[config.mk]
export PLATFORM = sky130hd
export DESIGN_NAME = async_fifo_pkt_writer
export DESIGN_NICKNAME = d
export VERILOG_FILES = /design/src/rtl/async_fifo_pkg.sv /design/src/rtl/wr_skid_buf.sv /design/src/rtl/async_fifo_pkt_writer.sv
export SDC_FILE = /design/constraint.sdc
export NUM_CORES = 1
export LEC_CHECK = 0
export BUFFER_PORTS_ARGS = -buffer_cell sky130_fd_sc_hd__buf_2
export CORE_AREA = 2 2 53 105
export DETAILED_ROUTE_END_ITERATION = 10
export DIE_AREA = 0 0 55 107
export PLACE_DENSITY = 0.79
export SLEW_MARGIN = 20
export SYNTH_ARGS = -nofsm -noshare
export SYNTH_HDL_FRONTEND = slang
export SYNTH_SLANG_ARGS = --single-unit
[constraint.sdc]
create_clock -name wr_clk -period 8.1 [get_ports wr_clk]
set_clock_uncertainty 0.05 [all_clocks]
set_input_delay 0.405 -clock wr_clk [delete_from_list [all_inputs] [get_ports wr_clk]]
set_output_delay 0.405 -clock wr_clk [all_outputs]
set_load 0.005 [all_outputs]
[src/rtl/async_fifo_pkg.sv]
// Shared types for the dual-clock FIFO write/read front ends.
// FIFO words are {last, data}; the last flag sits just above the payload.
package async_fifo_pkg;

    typedef enum logic [1:0] {
        IDLE = 2'd0,
        PKT  = 2'd1,
        DROP = 2'd2
    } pkt_state_t;

    function automatic int unsigned last_bit(input int unsigned data_width);
        return data_width;
    endfunction

endpackage

[src/rtl/wr_skid_buf.sv]
// Two-entry skid buffer with a registered in_ready; the out entry feeds the
// consumer, the skid entry catches the one beat accepted while out is stalled.
module wr_skid_buf
    import async_fifo_pkg::*;
#(
    parameter int unsigned WIDTH = 9
) (
    input  logic             clk,
    input  logic             rst_n,
    input  logic             in_valid,
    output logic             in_ready,
    input  logic [WIDTH-1:0] in_data,
    output logic             out_valid,
    output logic [WIDTH-1:0] out_data,
    input  logic             out_ready
);

    logic             in_ready_q,   in_ready_d;
    logic             out_valid_q,  out_valid_d;
    logic [WIDTH-1:0] out_data_q,   out_data_d;
    logic             skid_valid_q, skid_valid_d;
    logic [WIDTH-1:0] skid_data_q,  skid_data_d;
    logic             push;
    logic             pop;

    always_comb begin
        push         = in_valid && in_ready_q;
        pop          = out_valid_q && out_ready;
        out_valid_d  = out_valid_q;
        out_data_d   = out_data_q;
        skid_valid_d = skid_valid_q;
        skid_data_d  = skid_data_q;

        // in_ready is low whenever skid holds a beat, so push never coincides with it
        if (skid_valid_q) begin
            if (pop) begin
                out_data_d   = skid_data_q;
                skid_valid_d = 1'b0;
            end
        end else if (out_valid_q && !pop) begin
            if (push) begin
                skid_valid_d = 1'b1;
                skid_data_d  = in_data;
            end
        end else begin
            out_valid_d = push;
            if (push) begin
                out_data_d = in_data;
            end
        end

        in_ready_d = !skid_valid_d;
    end

    always_ff @(posedge clk or negedge rst_n) begin
        if (!rst_n) begin
            in_ready_q   <= 1'b0;
            out_valid_q  <= 1'b0;
            out_data_q   <= '0;
            skid_valid_q <= 1'b0;
            skid_data_q  <= '0;
        end else begin
            in_ready_q   <= in_ready_d;
            out_valid_q  <= out_valid_d;
            out_data_q   <= out_data_d;
            skid_valid_q <= skid_valid_d;
            skid_data_q  <= skid_data_d;
        end
    end

    assign in_ready  = in_ready_q;
    assign out_valid = out_valid_q;
    assign out_data  = out_data_q;

endmodule

[src/rtl/async_fifo_pkt_writer.sv]
// Write-side packet front end for the dual-clock FIFO: polices packet length,
// truncates oversize packets with a forced last beat and drops the remainder.
module async_fifo_pkt_writer
    import async_fifo_pkg::*;
#(
    parameter int unsigned DATA_WIDTH  = 8,
    parameter int unsigned MAX_PKT_LEN = 16,
    parameter int unsigned CNT_WIDTH   = 16
) (
    input  logic                  wr_clk,
    input  logic                  wr_rst_n,
    input  logic                  s_valid,
    output logic                  s_ready,
    input  logic [DATA_WIDTH-1:0] s_data,
    input  logic                  s_last,
    output logic                  fifo_wr_en,
    output logic [DATA_WIDTH:0]   fifo_wr_data,
    input  logic                  fifo_full,
    output logic                  err_trunc,
    output logic [CNT_WIDTH-1:0]  pkt_cnt,
    output logic [CNT_WIDTH-1:0]  trunc_cnt
);

    localparam int unsigned LEN_WIDTH = $clog2(MAX_PKT_LEN + 1);
    localparam int unsigned LAST_BIT  = last_bit(DATA_WIDTH);
    localparam int unsigned WORD_W    = DATA_WIDTH + 1;

    pkt_state_t            state_q, state_d;
    logic [LEN_WIDTH-1:0]  beat_q, beat_d;
    logic                  err_trunc_q, err_trunc_d;
    logic [CNT_WIDTH-1:0]  pkt_cnt_q, pkt_cnt_d;
    logic [CNT_WIDTH-1:0]  trunc_cnt_q, trunc_cnt_d;

    logic                  accept;
    logic                  forward;
    logic                  trunc_beat;
    logic [LEN_WIDTH-1:0]  beat_idx;
    logic [WORD_W-1:0]     push_data;
    logic                  buf_out_valid;
    logic [WORD_W-1:0]     buf_out_data;

    assign accept = s_valid && s_ready;

    always_comb begin
        state_d    = state_q;
        beat_d     = beat_q;
        forward    = 1'b0;
        trunc_beat = 1'b0;
        beat_idx   = (state_q == PKT) ? beat_q + LEN_WIDTH'(1) : LEN_WIDTH'(1);

        case (state_q)
            IDLE, PKT: begin
                forward    = 1'b1;
                trunc_beat = !s_last && (beat_idx == LEN_WIDTH'(MAX_PKT_LEN));
                if (accept) begin
                    if (s_last) begin
                        state_d = IDLE;
                        beat_d  = '0;
                    end else if (trunc_beat) begin
                        state_d = DROP;
                        beat_d  = '0;
                    end else begin
                        state_d = PKT;
                        beat_d  = beat_idx;
                    end
                end
            end
            DROP: begin
                if (accept && s_last) begin
                    state_d = IDLE;
                end
            end
            default: begin
                state_d = IDLE;
                beat_d  = '0;
            end
        endcase

        push_data   = {s_last || trunc_beat, s_data};
        err_trunc_d = accept && trunc_beat;
        trunc_cnt_d = trunc_cnt_q + CNT_WIDTH'(err_trunc_d);
        pkt_cnt_d   = pkt_cnt_q + CNT_WIDTH'(fifo_wr_en && buf_out_data[LAST_BIT]);
    end

    always_ff @(posedge wr_clk or negedge wr_rst_n) begin
        if (!wr_rst_n) begin
            state_q     <= IDLE;
            beat_q      <= '0;
            err_trunc_q <= 1'b0;
            pkt_cnt_q   <= '0;
            trunc_cnt_q <= '0;
        end else begin
            state_q     <= state_d;
            beat_q      <= beat_d;
            err_trunc_q <= err_trunc_d;
            pkt_cnt_q   <= pkt_cnt_d;
            trunc_cnt_q <= trunc_cnt_d;
        end
    end

    // Dropped beats still handshake upstream but never enter the buffer
    wr_skid_buf #(
        .WIDTH (WORD_W)
    ) u_skid (
        .clk       (wr_clk),
        .rst_n     (wr_rst_n),
        .in_valid  (s_valid && forward),
        .in_ready  (s_ready),
        .in_data   (push_data),
        .out_valid (buf_out_valid),
        .out_data  (buf_out_data),
        .out_ready (!fifo_full)
    );

    assign fifo_wr_en   = buf_out_valid && !fifo_full;
    assign fifo_wr_data = buf_out_data;
    assign err_trunc    = err_trunc_q;
    assign pkt_cnt      = pkt_cnt_q;
    assign trunc_cnt    = trunc_cnt_q;

endmodule

==> results of run 1 <==
[stage by stage]
step | instance area [um2] | total power, mW
after floorplan | 2740 | 0.594
after global placement | 3060 | 0.667
after detailed placement | 3060 | 0.678
after CTS | 3250 | 0.942
after global routing | 3250 | 0.992
final | 3250 | 0.931
[sequential cells by signal, summed over array words and instances, names as in the netlist, 2 cells and up]
signal	count
pkt_cnt	16
trunc_cnt	16
u_skid.out_data	9
u_skid.skid_data_q	9
beat_q	5
state_q	2
[final timing paths]
path,from,endpoint,cells after the start
setup / recovery,beat_q[0]$_DFFE_PN0P_,trunc_cnt[10]$_DFF_PN0_,10
hold / removal,wr_rst_n,beat_q[3]$_DFFE_PN0P_,2
setup reg to reg,beat_q[0]$_DFFE_PN0P_,trunc_cnt[10]$_DFF_PN0_,10
hold reg to reg,trunc_cnt[15]$_DFF_PN0_,trunc_cnt[15]$_DFF_PN0_,1
max in group asynchronous,wr_rst_n,pkt_cnt[11]$_DFF_PN0_,2
min in group wr_clk,s_data[0],u_skid.skid_data_q[0]$_DFFE_PN0P_,2
[layout make-up]
class,count,area share
clock inverter,2,0.0108
timing repair buffer,57,0.0886
multi-input combinational,158,0.355
tap,58,0.0223
clock buffer,11,0.0466
inverter,6,0.00693
sequential,61,0.470
[cells in the final DEF (no fill, tap or decap), types with 2 or more instances in the layout]
cell type / instances
a21oi_1: 4
a32o_1: 2
a32oi_1: 2
and3_1: 4
and4_1: 3
buf_2: 56
clkbuf_8: 11
dfrtp_1: 61
ha_1: 6
inv_1: 4
inv_2: 2
mux2_4: 8
mux2i_1: 9
nand2_1: 20
nand2b_1: 3
nand3_1: 14
nand4_1: 7
nor2_1: 11
nor2b_1: 2
nor3_1: 4
nor4_1: 2
o21ai_1: 13
xnor2_1: 19
xor2_1: 11
[logic make-up after synthesis]
| group | count (synthesis) |
|---|---|
| AO/OA/AOI/OAI | 28 |
| XOR/XNOR | 30 |
| flip-flops | 61 |
| buffers and inverters | 12 |
| adder cells (fa/ha/maj) | 6 |
| AND/OR/NAND/NOR | 77 |
| multiplexers | 17 |
[per-layer routing]
layer	share of wire	wire [um]
met2	0.56	3060
met3	0.039	216
met4	0.026	143
met1	0.38	2060
met5	0	0
[power breakdown]
part | switching, mW | internal [mW]
clock network | 0.107 | 0.153
logic | 0.107 | 0.118
registers | 0.0700 | 0.376
==> impl_metrics.csv, run 1 <==
group,metric,value,unit
outcome,outcome,"completed",
place,pre_cts_ws,5.20,ns
routing,drt-vias-per-instance,5.61,
yosys,synthCells,231,
global_route,grt_pass1_vias,2030,
setup_path,critPathKind,"register to register",
yosys,netlist.area_leader.share,0.557,
setup_path,cp-end-kind,"register",
sta,tns,0,ns
worst_hold_path,hold_path.class,"input port to asynchronous set/reset pin",
global_route,grt-ovfl-total,0,
floorplan,die_h,107,um
routing,totalWireLength,5490,um
setup_path,path_delay_family,"simple AND/OR/NAND/NOR gates",
floorplan,dieArea,5890,um2
clock_network,hold_buffers,0,
setup_path,path_common_cell,"ha_1",
routing,firstDrtPassIters,4,
yosys,synthArstFlopShare,1.00,
routing,vias,1979,
final_layout,fillers,445,
final_layout,syn_to_final_growth,18.5,%
sta,period_needed,2.91,ns
sta,fmax,344,MHz
clock_network,cts_resized,0,
global_route,grt_util_met1,0.245,
routing,antenna_left,0,
clock_network,cts.sinks,61,
yosys,synth_top_family_by_area,"simple AND/OR/NAND/NOR gates",
global_route,antenna_found_initial,0,
clock_network,cts_buffers,9,
place,post-place-cells,340,
sta,final_hold_viol_count,0,
clock_network,cts.path.max_buffers,2,
final_layout,multi_input_area,1150,um2
global_route,grt_first_pass_wirelength,9180,um
yosys,synth_edf_count,0,
sta,holdWs,0.171,ns
yosys,yosys_warnings,0,
setup_path,worstPathArrival,3.08,ns
sta,worst_pin_slew,0.872,ns
yosys,synth-seq-cells,61,
routing,wire_per_inst,15.5,um
global_route,grt.met2_usage,0.348,
yosys,synth_mux_area_frac,0.0767,
pwr,p_leak,1.64,nW
setup_path,cp_max_fo,6,
clock_network,clk_pin_slew,0.06,ns
yosys,synth_area_leaders,"dfrtp_1 (56%), xnor2_1 (6.1%), mux2_4 (4.4%), xor2_1 (3.5%), mux2i_1 (3.3%)",
clock_network,htree_levels,3,
floorplan,io_pins,57,
final_layout,nets,312,
yosys,synth_area_per_cell,11.9,um2
final_layout,diodes,0,
yosys,synth_fp_nets,250,
setup_path,crit_chain,"ha_1, nand3_1, xor2_1, or4_4, nor4_2, ha_1, ha_1, and3_1, nand4_1, xnor2_1",
setup_path,worstPathRequired,8.27,ns
run,cap_violations,0,
global_route,grt_use_met3,0.0599,
clock_network,cts_setup_buffers,0,
clock_network,clk-insertion-delay-late,0.34,ns
yosys,synthAdderAreaFrac,0.0274,
global_route,busiest_layer,"met2",
setup_path,r2r_slack,5.19,ns
sta,rsz0062_at_grt,"false",
global_route,grt_max_degree,62,
setup_path,slowest_stage,"or4_4",
floorplan,die_x,55,um
yosys,yosysMostFrequentCell,"dfrtp_1",
place,io_buffers,56,
final_layout,final_layout_size_suffix_gt1_frac,0.288,
place,place.gp.congestion,0.929,
clock_network,cts_tree,"done",
sta,drv_slew,0,
routing,drc,0,
pwr,p_per_area,287,nW/um2
sta,period_share,0.359,
yosys,synthTopCellsByCount,"dfrtp_1 (61), nand2_1 (20), xnor2_1 (19), nand3_1 (14), o21ai_1 (13)",
place,dp_hpwl,3910,um
final_layout,finalNonFillerCells,353,
sta,finalWorstSetupSlack,5.19,ns
yosys,synth_compound_area_frac,0.0666,
setup_path,max_stage_delay,0.54,ns
sta,setup_viol,0,
floorplan,initial_utilization,0.538,
setup_path,critPathLaunchType,"register",
yosys,syn_area,2740,um2
final_layout,utilization,0.638,
yosys,yosysUniqueCellTypes,39,
routing,drtIter0Drc,36,
final_layout,regArea,1530,um2
floorplan,core_region_area,5090,um2
floorplan,fp-row-count,37,
clock_network,cts_root_buf,"clkbuf_8",
setup_path,crit_buf_inv,0,
global_route,grt_usage,0.217,
yosys,synth_top_area_cell,"dfrtp_1",
yosys,synth-xor-area-share,0.0958,
pwr,vdd_ir_drop_max,0.225,mV
yosys,ys.flop_type,"dfrtp_1",
yosys,yosys.area_share.simple,0.154,
sta,max-slew-margin-rel,0.414,
yosys,yosysSeqAreaShare,0.557,
Power figures use the tool's default switching activity.
==> inputs of run 2 (changes only) <==
--- a/config.mk
+++ b/config.mk
@@ -5,11 +5,12 @@
 export SDC_FILE = /design/constraint.sdc
 export NUM_CORES = 1
 export LEC_CHECK = 0
+export ABC_AREA = 1
 export BUFFER_PORTS_ARGS = -buffer_cell sky130_fd_sc_hd__buf_2
-export CORE_AREA = 2 2 53 105
+export CORE_AREA = 2 2 57 113
 export DETAILED_ROUTE_END_ITERATION = 10
-export DIE_AREA = 0 0 55 107
-export PLACE_DENSITY = 0.79
+export DIE_AREA = 0 0 59 115
+export PLACE_DENSITY = 0.74
 export SLEW_MARGIN = 20
 export SYNTH_ARGS = -nofsm -noshare
 export SYNTH_HDL_FRONTEND = slang
==> constraint.sdc (replaced) <==
create_clock -name wr_clk -period 2.6 [get_ports wr_clk]
set_clock_uncertainty 0.05 [all_clocks]
set_input_delay 0.13 -clock wr_clk [delete_from_list [all_inputs] [get_ports wr_clk]]
set_output_delay 0.13 -clock wr_clk [all_outputs]
set_load 0.005 [all_outputs]
==> run 2 against run 1 <==
Effect of this change:
- first-iteration DRC count grew to 2.9 times the previous value
- clock power grew to 4.5 times the previous value
- critical path type unchanged
- critical endpoint is now trunc_cnt[14]$_DFF_PN0_
- core utilization shrank 1.6 points
- wire length grew 12%
- fmax grew 20%
- worst hold slack lost 0.094 ns
- final area grew 13%
==> impl_metrics.csv, run 2 <==
group,metric,value,unit
outcome,outcome,"completed",
pwr,fin_total_pwr,3.30,mW
yosys,synth_top_area_cell,"dfrtp_1",
sta,tns,0,ns
sta,holdWs,0.0775,ns
setup_path,path_delay_family,"simple AND/OR/NAND/NOR gates",
final_layout,nets,407,
setup_path,crit_buf_inv,1,
setup_path,worstPathRequired,2.80,ns
final_layout,diodes,0,
floorplan,die_x,59,um
pwr,switchingPower,1.01,mW
clock_network,cts_root_buf,"clkbuf_16",
setup_path,critPathKind,"register to register",
yosys,synth_fp_nets,329,
pwr,clkPwrFrac,0.358,
sta,finalWorstSetupSlack,0.177,ns
yosys,synthTopCellsByCount,"nand2_1 (80), dfrtp_1 (61), inv_1 (37), nor2_1 (26), xor2_1 (20)",
floorplan,core_region_area,5910,um2
pwr,p_sw_frac,0.305,
yosys,yosysSeqAreaShare,0.537,
sta,worst_pin_slew,0.584,ns
floorplan,initial_utilization,0.481,
setup_path,worstPathArrival,2.62,ns
setup_path,critPathLaunchType,"register",
clock_network,cts.path.max_buffers,2,
sta,setup_viol,0,
floorplan,fp-row-count,40,
pwr,p_leak,1.94,nW
place,io_buffers,56,
setup_path,slowest_stage,"dfrtp_1",
pwr,power_frac_seq,0.403,
routing,drc,0,
yosys,synth_area_per_cell,9.17,um2
clock_network,clk_pin_slew,0.05,ns
pwr,comb_power_share,0.239,
sta,max-slew-margin-rel,0.611,
worst_hold_path,min-delay-start,"fifo_full",
clock_network,cts_tree,"done",
yosys,yosysUniqueCellTypes,30,
setup_path,crit_chain,"ha_4, inv_1, nand2_1, nand2_1, nor2_1, nor2_2, nand4_1, nor2_2, ha_2, ha_4, nand3_4, nor3_4, and3_4, xor2_1",
yosys,ys.flop_type,"dfrtp_1",
global_route,grt_first_pass_wirelength,9980,um
sta,drv_slew,0,
routing,antenna_left,0,
yosys,yosys_warnings,0,
sta,fmax,413,MHz
yosys,yosysMostFrequentCell,"nand2_1",
final_layout,final_common_cell,"nand2_1",
run,cap_violations,0,
routing,drtIter0Drc,105,
pwr,vdd_ir_drop_max,0.679,mV
sta,period_share,0.932,
routing,totalWireLength,6140,um
pwr,p_per_area,898,nW/um2
yosys,netlist.area_leader.share,0.537,
routing,vias,2434,
setup_path,cp-end-kind,"register",
clock_network,htree_levels,3,
yosys,synthCells,310,
place,dp_hpwl,4140,um
floorplan,die_h,115,um
sta,period_needed,2.42,ns
yosys,synth_area_leaders,"dfrtp_1 (54%), nand2_1 (11%), xor2_1 (6.2%), inv_1 (4.9%), nor2_1 (3.4%)",
setup_path,max_stage_delay,0.44,ns
worst_hold_path,hold_path.class,"input port to register",
routing,wire_per_inst,13.5,um
clock_network,clk-insertion-delay-late,0.32,ns
yosys,synthArstFlopShare,1.00,
setup_path,r2r-start,"beat_q[1]$_DFFE_PN0P_",
sta,final_hold_viol_count,0,
global_route,antenna_found_initial,0,
yosys,synth_edf_count,0,
place,pre_cts_ws,0.0917,ns
final_layout,most-common-layout-cells,"nand2_1 (80), dfrtp_1 (60), buf_2 (56), inv_1 (35), nor2_1 (23)",
yosys,syn_area,2840,um2
clock_network,cts.sinks,61,
global_route,grt-ovfl-total,0,
pwr,internal_power,2.29,mW
yosys,synth-seq-cells,61,
floorplan,io_pins,57,
final_layout,final_layout_size_suffix_gt1_frac,0.271,
setup_path,cp_max_fo,4,
final_layout,syn_to_final_growth,29.2,%
global_route,grt_max_degree,48,
global_route,grt_pass1_vias,2367,
setup_path,cp-startpoint,"beat_q[1]$_DFFE_PN0P_",
routing,drt-vias-per-instance,5.36,
place,place.gp.congestion,0.903,
floorplan,dieArea,6790,um2
clock_network,cts_buffers,9,
final_layout,utilization,0.622,
global_route,grt_usage,0.192,
routing,firstDrtPassIters,4,
-- run 2: cell types whose count changed after synthesis, sizes merged, moves of 14 or more --
cell | previous run | this run
nor2 | 11 | 30
nand2 | 20 | 85
inv | 6 | 39
xnor2 | 19 | 5
-- run 2: kinds of logic (layout without fill, tap and decap cells) --
kind of cell / Yosys count / after routing / synth area share
AO/OA/AOI/OAI: 25 / 25 / 0.0511
XOR/XNOR: 25 / 25 / 0.0770
adder cells (fa/ha/maj): 6 / 6 / 0.0264
buffers and inverters: 43 / 124 / 0.0621
flip-flops: 61 / 61 / 0.537
AND/OR/NAND/NOR: 150 / 150 / 0.246
-- run 2: what timing repair did --
action	4_1_cts	5_1_grt
buffers inserted	0	2
resized for setup	0	15
hold buffers	9	0
setup endpoints to repair	0	7
endpoints found under the hold margin	22	0
-- run 2: path summary, 6_finish.rpt --
check	end	slack (ns)	depth (start not counted)
worst max-delay path	trunc_cnt[14]$_DFF_PN0_	0.18	14
worst min-delay path	u_skid.out_valid$_DFFE_PN0P_	0.08	3
worst max register to register	trunc_cnt[14]$_DFF_PN0_	0.18	14
worst min register to register	trunc_cnt[15]$_DFF_PN0_	0.41	1
max in group asynchronous	pkt_cnt[9]$_DFF_PN0_	1.42	3
min in group asynchronous	trunc_cnt[7]$_DFF_PN0_	0.19	2
-- run 2: cell type report --
| type | count | area, um2 |
|---|---|---|
| Inverter | 39 | 146 |
| Tap cell | 63 | 78.8 |
| Multi-Input combinational cell | 206 | 1200 |
| Clock buffer | 13 | 270 |
| Fill cell | 487 | 2230 |
| Clock inverter | 1 | 30.0 |
| Timing Repair Buffer | 71 | 415 |
| Sequential cell | 61 | 1530 |
-- run 2: layer usage --
layer	GRT usage	wire (um)	vias up
met5	0	0	-
met4	0.106	178	0
met3	0.0472	373	16
met2	0.321	3120	114
met1	0.218	2470	1158
li1	-	-	1146
-- run 2: worst reg2reg max path: stages, from the launching register on --
cell,delay [ns]
dfrtp_1,0.44
ha_4,0.20
inv_1,0.05
nand2_1,0.05
nand2_1,0.05
nor2_1,0.05
nor2_2,0.13
nand4_1,0.14
nor2_2,0.18
ha_2,0.21
ha_4,0.15
nand3_4,0.12
nor3_4,0.20
and3_4,0.20
xor2_1,0.13
-- run 2: power by group through the flow --
stage / Clock (mW) / Combinational (mW) / Sequential [mW]
2_1_floorplan: 0 / 0.472 / 1.32
3_3_place_gp: 0 / 0.707 / 1.32
3_5_place_dp: 0 / 0.748 / 1.33
4_1_cts: 1.20 / 0.768 / 1.32
5_1_grt: 1.24 / 0.888 / 1.36
6_report: 1.18 / 0.789 / 1.33
-- run 2: per-stage QoR --
step,cell area (um2),cells
6_report,3670,454
5_1_grt,3670,454
4_1_cts,3590,452
3_5_place_dp,3200,429
3_3_place_gp,3200,429
2_1_floorplan,2840,310
